<file path="config.mk">
export PLATFORM = sky130hd
export DESIGN_NAME = i2s_codec_responder
export DESIGN_NICKNAME = d
export VERILOG_FILES = /design/src/rtl/i2s_codec_responder.sv
export SDC_FILE = /design/constraint.sdc
export NUM_CORES = 1
export LEC_CHECK = 0
export CAP_MARGIN = 20
export CORE_ASPECT_RATIO = 0.6
export CORE_MARGIN = 1.5
export CORE_UTILIZATION = 45
export CTS_BUF_LIST = sky130_fd_sc_hd__clkbuf_2
export DETAILED_ROUTE_END_ITERATION = 7
export MAX_ROUTING_LAYER = met4
export PLACE_DENSITY_LB_ADDON = 0.25
export SLEW_MARGIN = 0
export SYNTH_ARGS = -nofsm -noshare
export SYNTH_HDL_FRONTEND = slang
export SYNTH_SLANG_ARGS = --single-unit
export TNS_END_PERCENT = 20
</file>
<file path="constraint.sdc">
create_clock -name clkIn -period 3.3 [get_ports clkIn]
set_input_delay 0.495 -clock clkIn [delete_from_list [all_inputs] [get_ports clkIn]]
set_output_delay 0.495 -clock clkIn [all_outputs]
set_load 0.01 [all_outputs]
</file>
<file path="src/rtl/i2s_codec_responder.sv">
// i2s_codec_responder: codec-side I2S bus master used for on-chip loopback.
// Generates BCLK/LRCK from clkIn, serializes a buffered stereo sample onto
// ADCDAT and deserializes DACDAT into parallel samples, with the standard
// one-bit I2S delay after every LRCK transition.
module i2s_codec_responder #(
   parameter int DATA_WIDTH = 24,
   parameter int SLOT_BITS  = 32,
   parameter int BCLK_DIV   = 4
) (
   input  logic                  clkIn,
   input  logic                  rst_n,
   input  logic                  enable,
   input  logic                  tx_valid,
   output logic                  tx_ready,
   input  logic [DATA_WIDTH-1:0] tx_left,
   input  logic [DATA_WIDTH-1:0] tx_right,
   output logic                  rx_valid,
   output logic [DATA_WIDTH-1:0] rx_left,
   output logic [DATA_WIDTH-1:0] rx_right,
   output logic                  underrun,
   output logic                  busy,
   output logic                  BCLK,
   output logic                  LRCK,
   output logic                  ADCDAT,
   input  logic                  DACDAT
);

   localparam int FRAME_BITS = 2 * SLOT_BITS;
   localparam int POS_W      = $clog2(FRAME_BITS);
   localparam int DIV_W      = $clog2(BCLK_DIV);

   localparam logic [DIV_W-1:0] DIV_LAST = DIV_W'(BCLK_DIV - 1);
   localparam logic [POS_W-1:0] POS_LAST = POS_W'(FRAME_BITS - 1);
   localparam logic [POS_W-1:0] SLOT_P   = POS_W'(SLOT_BITS);
   localparam logic [POS_W-1:0] DW_P     = POS_W'(DATA_WIDTH);

   typedef enum logic [1:0] {
      IDLE = 2'd0,
      RUN  = 2'd1,
      STOP = 2'd2
   } state_e;

   state_e                state_q,      state_d;
   logic [DIV_W-1:0]      div_q,        div_d;
   logic [POS_W-1:0]      pos_q,        pos_d;
   logic                  bclk_q,       bclk_d;
   logic                  lrck_q,       lrck_d;
   logic                  adc_q,        adc_d;
   logic                  hold_full_q,  hold_full_d;
   logic [DATA_WIDTH-1:0] hold_l_q,     hold_l_d;
   logic [DATA_WIDTH-1:0] hold_r_q,     hold_r_d;
   logic [DATA_WIDTH-1:0] shift_l_q,    shift_l_d;
   logic [DATA_WIDTH-1:0] shift_r_q,    shift_r_d;
   logic [DATA_WIDTH-1:0] cap_l_q,      cap_l_d;
   logic [DATA_WIDTH-1:0] cap_r_q,      cap_r_d;
   logic [DATA_WIDTH-1:0] rx_left_q,    rx_left_d;
   logic [DATA_WIDTH-1:0] rx_right_q,   rx_right_d;
   logic                  rx_valid_q,   rx_valid_d;
   logic                  underrun_q,   underrun_d;

   // Edge strobes: a BCLK edge happens when the divider reaches its last count.
   logic             tick, fall_edge, rise_edge;
   logic             fall_slot, rise_slot;
   logic [POS_W-1:0] fall_k, rise_k, prev_pos;

   assign tick      = (state_q != IDLE) && (div_q == DIV_LAST);
   assign fall_edge = tick &&  bclk_q;
   assign rise_edge = tick && !bclk_q;

   // The falling edge drives position pos_q; the rising edge samples the bit
   // driven by the preceding falling edge, i.e. position pos_q-1.
   assign fall_slot = (pos_q >= SLOT_P);
   assign fall_k    = fall_slot ? (pos_q - SLOT_P) : pos_q;
   assign prev_pos  = (pos_q == '0) ? POS_LAST : (pos_q - 1'b1);
   assign rise_slot = (prev_pos >= SLOT_P);
   assign rise_k    = rise_slot ? (prev_pos - SLOT_P) : prev_pos;

   assign tx_ready = !hold_full_q;
   assign rx_valid = rx_valid_q;
   assign rx_left  = rx_left_q;
   assign rx_right = rx_right_q;
   assign underrun = underrun_q;
   assign busy     = (state_q != IDLE);
   assign BCLK     = bclk_q;
   assign LRCK     = lrck_q;
   assign ADCDAT   = adc_q;

   // Next-state logic: FSM, bit-clock divider, serializer, deserializer, tx buffer.
   always_comb begin
      // NOTE: every _d gets its hold value first so no path through this block
      // leaves a variable unassigned, which would otherwise infer a latch.
      state_d     = state_q;
      div_d       = div_q;
      pos_d       = pos_q;
      bclk_d      = bclk_q;
      lrck_d      = lrck_q;
      adc_d       = adc_q;
      hold_full_d = hold_full_q;
      hold_l_d    = hold_l_q;
      hold_r_d    = hold_r_q;
      shift_l_d   = shift_l_q;
      shift_r_d   = shift_r_q;
      cap_l_d     = cap_l_q;
      cap_r_d     = cap_r_q;
      rx_left_d   = rx_left_q;
      rx_right_d  = rx_right_q;
      rx_valid_d  = 1'b0;
      underrun_d  = 1'b0;

      if (state_q == IDLE) begin
         bclk_d = 1'b0;
         lrck_d = 1'b1;
         div_d  = '0;
         pos_d  = '0;
         if (enable) state_d = RUN;
      end else begin
         div_d = tick ? '0 : (div_q + 1'b1);
         if (tick) bclk_d = !bclk_q;
         if (enable) begin
            state_d = RUN;
         end else if (state_q == RUN) begin
            state_d = STOP;
         end else if (fall_edge && (pos_q == POS_LAST)) begin
            state_d = IDLE;
            lrck_d  = 1'b1;
         end
      end

      // Falling edge: drive LRCK/ADCDAT for position pos_q, reload at frame start.
      if (fall_edge) begin
         if (fall_k == '0) begin
            lrck_d = fall_slot;
            adc_d  = 1'b0;
         end else if (fall_k <= DW_P) begin
            if (fall_slot) begin
               adc_d     = shift_r_q[DATA_WIDTH-1];
               shift_r_d = shift_r_q << 1;
            end else begin
               adc_d     = shift_l_q[DATA_WIDTH-1];
               shift_l_d = shift_l_q << 1;
            end
         end else begin
            adc_d = 1'b0;
         end

         if (pos_q == '0) begin
            if (hold_full_q) begin
               shift_l_d   = hold_l_q;
               shift_r_d   = hold_r_q;
               hold_full_d = 1'b0;
            end else begin
               shift_l_d  = '0;
               shift_r_d  = '0;
               underrun_d = 1'b1;
            end
         end

         pos_d = (pos_q == POS_LAST) ? '0 : (pos_q + 1'b1);
      end

      // Rising edge: capture DACDAT MSB first; publish after the last right bit.
      if (rise_edge && (rise_k != '0) && (rise_k <= DW_P)) begin
         if (rise_slot) begin
            cap_r_d = DATA_WIDTH'({cap_r_q, DACDAT});
            if (rise_k == DW_P) begin
               rx_left_d  = cap_l_q;
               rx_right_d = DATA_WIDTH'({cap_r_q, DACDAT});
               rx_valid_d = 1'b1;
            end
         end else begin
            cap_l_d = DATA_WIDTH'({cap_l_q, DACDAT});
         end
      end

      // A transfer only happens into an empty holding register, so a frame-start
      // unload in the same cycle sees it empty and the new sample stays held.
      if (tx_valid && !hold_full_q) begin
         hold_l_d    = tx_left;
         hold_r_d    = tx_right;
         hold_full_d = 1'b1;
      end
   end

   // State register; reset aborts any frame and discards partial captures.
   always_ff @(posedge clkIn or negedge rst_n) begin
      // NOTE: sequential state uses non-blocking assignments so every register
      // samples the pre-edge values regardless of statement order.
      if (!rst_n) begin
         // NOTE: the sample buffers are plain flops, not RAM, so they are reset
         // too; a published rx sample can never expose stale capture bits.
         state_q     <= IDLE;
         div_q       <= '0;
         pos_q       <= '0;
         bclk_q      <= 1'b0;
         lrck_q      <= 1'b1;
         adc_q       <= 1'b0;
         hold_full_q <= 1'b0;
         hold_l_q    <= '0;
         hold_r_q    <= '0;
         shift_l_q   <= '0;
         shift_r_q   <= '0;
         cap_l_q     <= '0;
         cap_r_q     <= '0;
         rx_left_q   <= '0;
         rx_right_q  <= '0;
         rx_valid_q  <= 1'b0;
         underrun_q  <= 1'b0;
      end else begin
         state_q     <= state_d;
         div_q       <= div_d;
         pos_q       <= pos_d;
         bclk_q      <= bclk_d;
         lrck_q      <= lrck_d;
         adc_q       <= adc_d;
         hold_full_q <= hold_full_d;
         hold_l_q    <= hold_l_d;
         hold_r_q    <= hold_r_d;
         shift_l_q   <= shift_l_d;
         shift_r_q   <= shift_r_d;
         cap_l_q     <= cap_l_d;
         cap_r_q     <= cap_r_d;
         rx_left_q   <= rx_left_d;
         rx_right_q  <= rx_right_d;
         rx_valid_q  <= rx_valid_d;
         underrun_q  <= underrun_d;
      end
   end

endmodule
</file>
==> metrics.cfg, run 1 <==
[run_status]
status=finished, violations left
violations=DRC

[final_layout]
layout_common_cells=dfrtp_1, mux2_2, clkdlybuf4s50_1
drive_gt1_frac=0.257
area_growth_pct=20.9
final_common_cell=dfrtp_1
fin_nets=860

[global_route]
grt_pass1_vias=5790
grt_max_degree=97
grt_overflow=0
antenna_found_initial=1
grt_pass1_wl_um=28600
grt_use_total=0.183

[synth]
synthArstFlopShare=1.00
synth_cell_types=43
synth_top_area_cell=dfrtp_1
syn_avg_cell_area_um2=12.5
synth_top_area_frac=0.607
synth_area_leaders=dfrtp_1, mux2_2, mux2_1, a31oi_1, nand3_1
seq_area_frac_synth=0.610
ys.flop_type=dfrtp_1
synth_edf_count=0
yosys_warnings=0
ys_ff_latch=207
netlist_area_um2=8490
syn_inst=680
syn-num-nets=738

[worst_setup_path]
crit_path_frequent_cell=or3_1
crit_path_start_kind=register
rr_endpoint=rx_right[6]
critical_path_arrival_ns=3.43
slowest_stage=dfrtp_1
slowest_delay_ns=0.55
reg2reg_slack_ns=0.42
path_cells=or3_1, or3_1, a21bo_2, a2111oi_4, buf_12, mux2_1
startpoint=pos_q[2]
endpoint_kind=register
reg2regPathDepth=6
cp.required_ns=3.85
critPathMaxFanout=49
endpoint=rx_right[6]
reg2reg_from=pos_q[2]
criticalPathCategory=register to register

[placed_design]
dp_hpwl_um=10500
pre_cts_ws_ns=0.415
numPortBuffers=107
place_congestion=0.841

[sta]
rsz0062_at_grt=false
finalSetupTns_ns=0
max_freq_mhz=347
fin_ws_ns=0.421
post-route-period-util=0.872
max_slew_margin=0.337
fin_crit_ns=2.88
finalHoldViolCount=0
tightest_slew_ns=0.995
finClkSkew_ns=0.0770
drv_slew=0
setup_viol=0

[cts]
cts.sinks=207
clock_latency_ns=0.74
numCtsBuffers=49
cts_root_buf=clkbuf_2
clk_pin_slew_worst_paths_ns=0.12
cts_max_level=2
clock_path_buffers=3
cts_tree=done

[detailed_routing]
routedWlPerCell_um=15.4
dr.first_iter.drc_count=373
vias=5691
wirelength_um=16600
ant_nets=0
drcViolationCount=5
vias_per_cell=5.28
drtPass1Iterations=7

[floorplanning]
core_area_um2=18300
start_util=0.465
die_w_um=180
dieArea_um2=19700
io_pins=108
die_h_um=109
rows=38

[power_and_ir_drop]
ir_worst_vdd_mv=0.345
p_per_area_nw_per_um2=654
p_leak_uw=0.00470
power_uw=6710

[flow_run]
maxCapViolCount=0

[worst_hold_path]
hp-class=primary input to register

-- layout make-up --
cell class	instances	area, µm²
tap	240	300
fill	1518	8000
multi-input combinational	416	3110
clock buffer	71	355
inverter	10	37.5
sequential	207	5180
antenna	1	2.50
clock inverter	15	60.1
timing repair buffer	118	1210
-- routing by layer --
metal	up-vias	global-route usage	wire length (µm)
met4	0	0.0600	263
li1	2669	-	-
met5	-	-	0
met1	2842	0.247	7960
met3	30	0.0431	868
met2	150	0.276	7490
-- cell families after synthesis --
logic type	count (synthesis)	share of synthesized area
flip-flops	207	0.610
AND/OR/NAND/NOR	184	0.0963
multiplexers	145	0.192
AO/OA/AOI/OAI	78	0.0619
buffers and inverters	57	0.0276
adder cells (fa/ha/maj)	5	0.00737
XOR/XNOR	4	0.00413
-- stage by stage --
stage / cell area, µm² / instances / hold WS [ns] / util
after floorplan: 8490 / 680 / 0.199 / -
after global placement: 9830 / 990 / 0.427 / 0.539
after detailed placement: 9830 / 990 / 0.440 / 0.539
after CTS: 10300 / 1077 / 0.262 / 0.562
after global routing: 10300 / 1078 / 0.271 / 0.562
final: 10300 / 1078 / 0.347 / 0.562
-- sequential cells by signal, indices dropped and copies added (netlist names), 6 cells and up --
signal and count:
cap_l_q 24, cap_r_q 23, hold_l_q 24, hold_r_q 24, pos_q 6, rx_left 24
rx_right 24, shift_l_q 24, shift_r_q 24
-- worst min-delay path by stage --
| stage | from | to | slack (ns) | depth (start not counted) |
|---|---|---|---|---|
| CTS | tx_valid | hold_full_q | 0.26 | 3 |
| global placement | div_q[0] | div_q[0] | 0.43 | 1 |
| floorplan | rst_n | ADCDAT | 0.20 | 0 |
| global route | tx_left[15] | hold_l_q[15] | 0.27 | 2 |
| detailed placement | div_q[0] | div_q[0] | 0.44 | 1 |
| finish | tx_valid | hold_full_q | 0.35 | 3 |
-- synth_stat cells, types with 4 or more instances --
cell type  number
clkbuf_1       34
inv_1          10
a31oi_1        47
nand3_1        50
mux2_2        117
nor2b_1         5
buf_2           7
nand2_1        55
nor2_1         55
ha_1            5
mux2_1         27
o21ai_0         8
nor3_1          4
dfrtp_1       206
or3_1           4
a21oi_1         5
buf_1           4
-- what timing repair did --
action                                 in CTS  in global routing
gates resized for setup                     0                  0
endpoints found under the hold margin      94                  0
setup buffers                               0                  0
hold buffers                                1                  0
-- worst max-delay path: cells and delay by family (launching register included) --
kind	cells	cell delay, ns
compound gates	2	0.61
buf+inv	1	0.31
flops	1	0.55
mux	1	0.36
simple gates	2	0.91
-- report_power, final --
group          switching (µW)  internal (µW)  total, µW  leakage, µW
registers                 400           3160       3560      0.00269
clock network             968            575       1540     0.000322
logic                     819            788       1610      0.00169
Power figures use the tool's default switching activity.
==> run 2: changes to the inputs <==
--- a/config.mk
+++ b/config.mk
@@ -13,6 +13,7 @@
 export DETAILED_ROUTE_END_ITERATION = 7
 export MAX_ROUTING_LAYER = met4
 export PLACE_DENSITY_LB_ADDON = 0.25
+export REMOVE_ABC_BUFFERS = 1
 export SLEW_MARGIN = 0
 export SYNTH_ARGS = -nofsm -noshare
 export SYNTH_HDL_FRONTEND = slang
==> run 2 against run 1 <==
The run still ends with DRC left. Non-clock buffer count increased by 3. Via count shrank 1.7%. Hold slack better by 0.017 ns. Wire length decreased by 0.95%. Die area is the same. Cell area increased by 0.15%. Global-route usage down 0.36 points.
==> metrics.cfg, run 2 (same netlist as run 1, synthesis figures left out) <==
[sta]
fin_ws_ns=0.468
drv_slew=0
rsz0062_at_grt=false
finalHoldViolCount=0
max_freq_mhz=353
post-route-period-util=0.858
finalSetupTns_ns=0
max_slew_margin=0.381
fin_crit_ns=2.83
tightest_slew_ns=0.929
finClkSkew_ns=0.0721
setup_viol=0

[global_route]
use_met3=0.0434
grt_use_met1=0.254
grt_overflow=0
grt_use_total=0.180
grt_pass1_wl_um=28200
grt_pass1_vias=5590
grt_max_degree=75
antenna_found_initial=0
grtUsageMet2=0.259
busiest_layer=met2

[final_layout]
fin_cells=1076
drive_gt1_frac=0.260
multi_input_area_um2=3110
layout_common_cells=dfrtp_1, mux2_2, clkdlybuf4s50_1
final_common_cell=dfrtp_1
n_fill_cell=1572
seqCellArea_um2=5180
n_antenna_cell=0
area_growth_pct=21.1
fin_nets=861
finalInstanceArea_um2=10300

[power_and_ir_drop]
p_seq_frac=0.520
p_leak_uw=0.00472
p_int_uw=4590
switchingPower_uw=2170
power_uw=6760
pwr-share-clk=0.237
p_per_area_nw_per_um2=657
ir_worst_vdd_mv=0.308
sw_frac_of_total=0.320
power_frac_comb=0.243

[worst_setup_path]
path_cells=or3_1, or3_1, a21bo_2, a2111oi_4, buf_12, mux2_2
slowest_delay_ns=0.54
criticalPathCategory=register to register
crit_path_start_kind=register
cp_top_family=simple AND/OR/NAND/NOR gates
cp.required_ns=3.84
critical_path_arrival_ns=3.38
crit_buf_inv=1
crit_path_frequent_cell=or3_1
critPathMaxFanout=49
slowest_stage=dfrtp_1
endpoint_kind=register

[cts]
cts.sinks=207
numCtsBuffers=47
postCtsResizedCells=0
cts_max_level=2
clock_latency_ns=0.72
clk_pin_slew_worst_paths_ns=0.10
clock_path_buffers=3
cts_root_buf=clkbuf_2
holdBufCountCts=1
postCtsSetupBuffers=0
cts_tree=done

[placed_design]
pre_cts_ws_ns=0.529
placedInstanceArea_um2=9840
dp_cells=993
dp_hpwl_um=10500
place_congestion=0.816
numPortBuffers=107

[detailed_routing]
wirelength_um=16400
vias_per_cell=5.20
dr.first_iter.drc_count=266
vias=5594
routedWlPerCell_um=15.3
ant_nets=0
drcViolationCount=2
drtPass1Iterations=8

[floorplanning]
io_pins=108
core_area_um2=18300
die_w_um=180
start_util=0.465
dieArea_um2=19700
die_h_um=109
rows=38

[run_status]
violations=DRC
status=finished, violations left

[flow_run]
maxCapViolCount=0

[worst_hold_path]
hp-class=primary input to async pin

[run 2: stage by stage]
step,hold WS [ns],utilization
5_1_grt,0.288,0.563
6_report,0.364,0.563
2_1_floorplan,0.199,-
4_1_cts,0.297,0.563
3_5_place_dp,0.435,0.539
3_3_place_gp,0.426,0.539
[run 2: path summary, 6_finish.rpt]
| check | start | endpoint | slack, ns | depth (start not counted) |
|---|---|---|---|---|
| setup reg to reg | pos_q[3] | rx_right[23] | 0.47 | 6 |
| hold / removal | rst_n | hold_r_q[9] | 0.36 | 2 |
| max in group asynchronous | rst_n | hold_r_q[14] | 2.12 | 3 |
| min in group clkIn | tx_left[12] | hold_l_q[12] | 0.39 | 2 |
| hold reg to reg | div_q[0] | div_q[0] | 0.44 | 1 |
| setup / recovery | pos_q[3] | rx_right[23] | 0.47 | 6 |
[run 2: cell type report]
| type | instances | share of cell area |
|---|---|---|
| inverter | 10 | 0.00365 |
| clock buffer | 69 | 0.0336 |
| clock inverter | 13 | 0.00755 |
| multi-input combinational | 416 | 0.303 |
| tap | 240 | 0.0292 |
| timing repair buffer | 121 | 0.119 |
| sequential | 207 | 0.504 |
[run 2: worst register-to-register path, stage by stage (launching register included)]
cell	delay (ns)
dfrtp_1	0.54
or3_1	0.48
or3_1	0.33
a21bo_2	0.23
a2111oi_4	0.39
buf_12	0.31
mux2_2	0.39
[run 2: routing by layer]
metal,part of all wire,wire (µm)
met5,0,0
met1,0.50,8190
met4,0.012,189
met2,0.43,7140
met3,0.055,910
[run 2: power groups by stage]
| stage | registers [µW] | logic [µW] | clock network, µW |
|---|---|---|---|
| floorplan | 3490 | 1190 | 0 |
| global route | 3610 | 1860 | 1820 |
| detailed placement | 3570 | 1660 | 0 |
| CTS | 3520 | 1660 | 1680 |
| finish | 3520 | 1640 | 1600 |
| global placement | 3540 | 1600 | 0 |
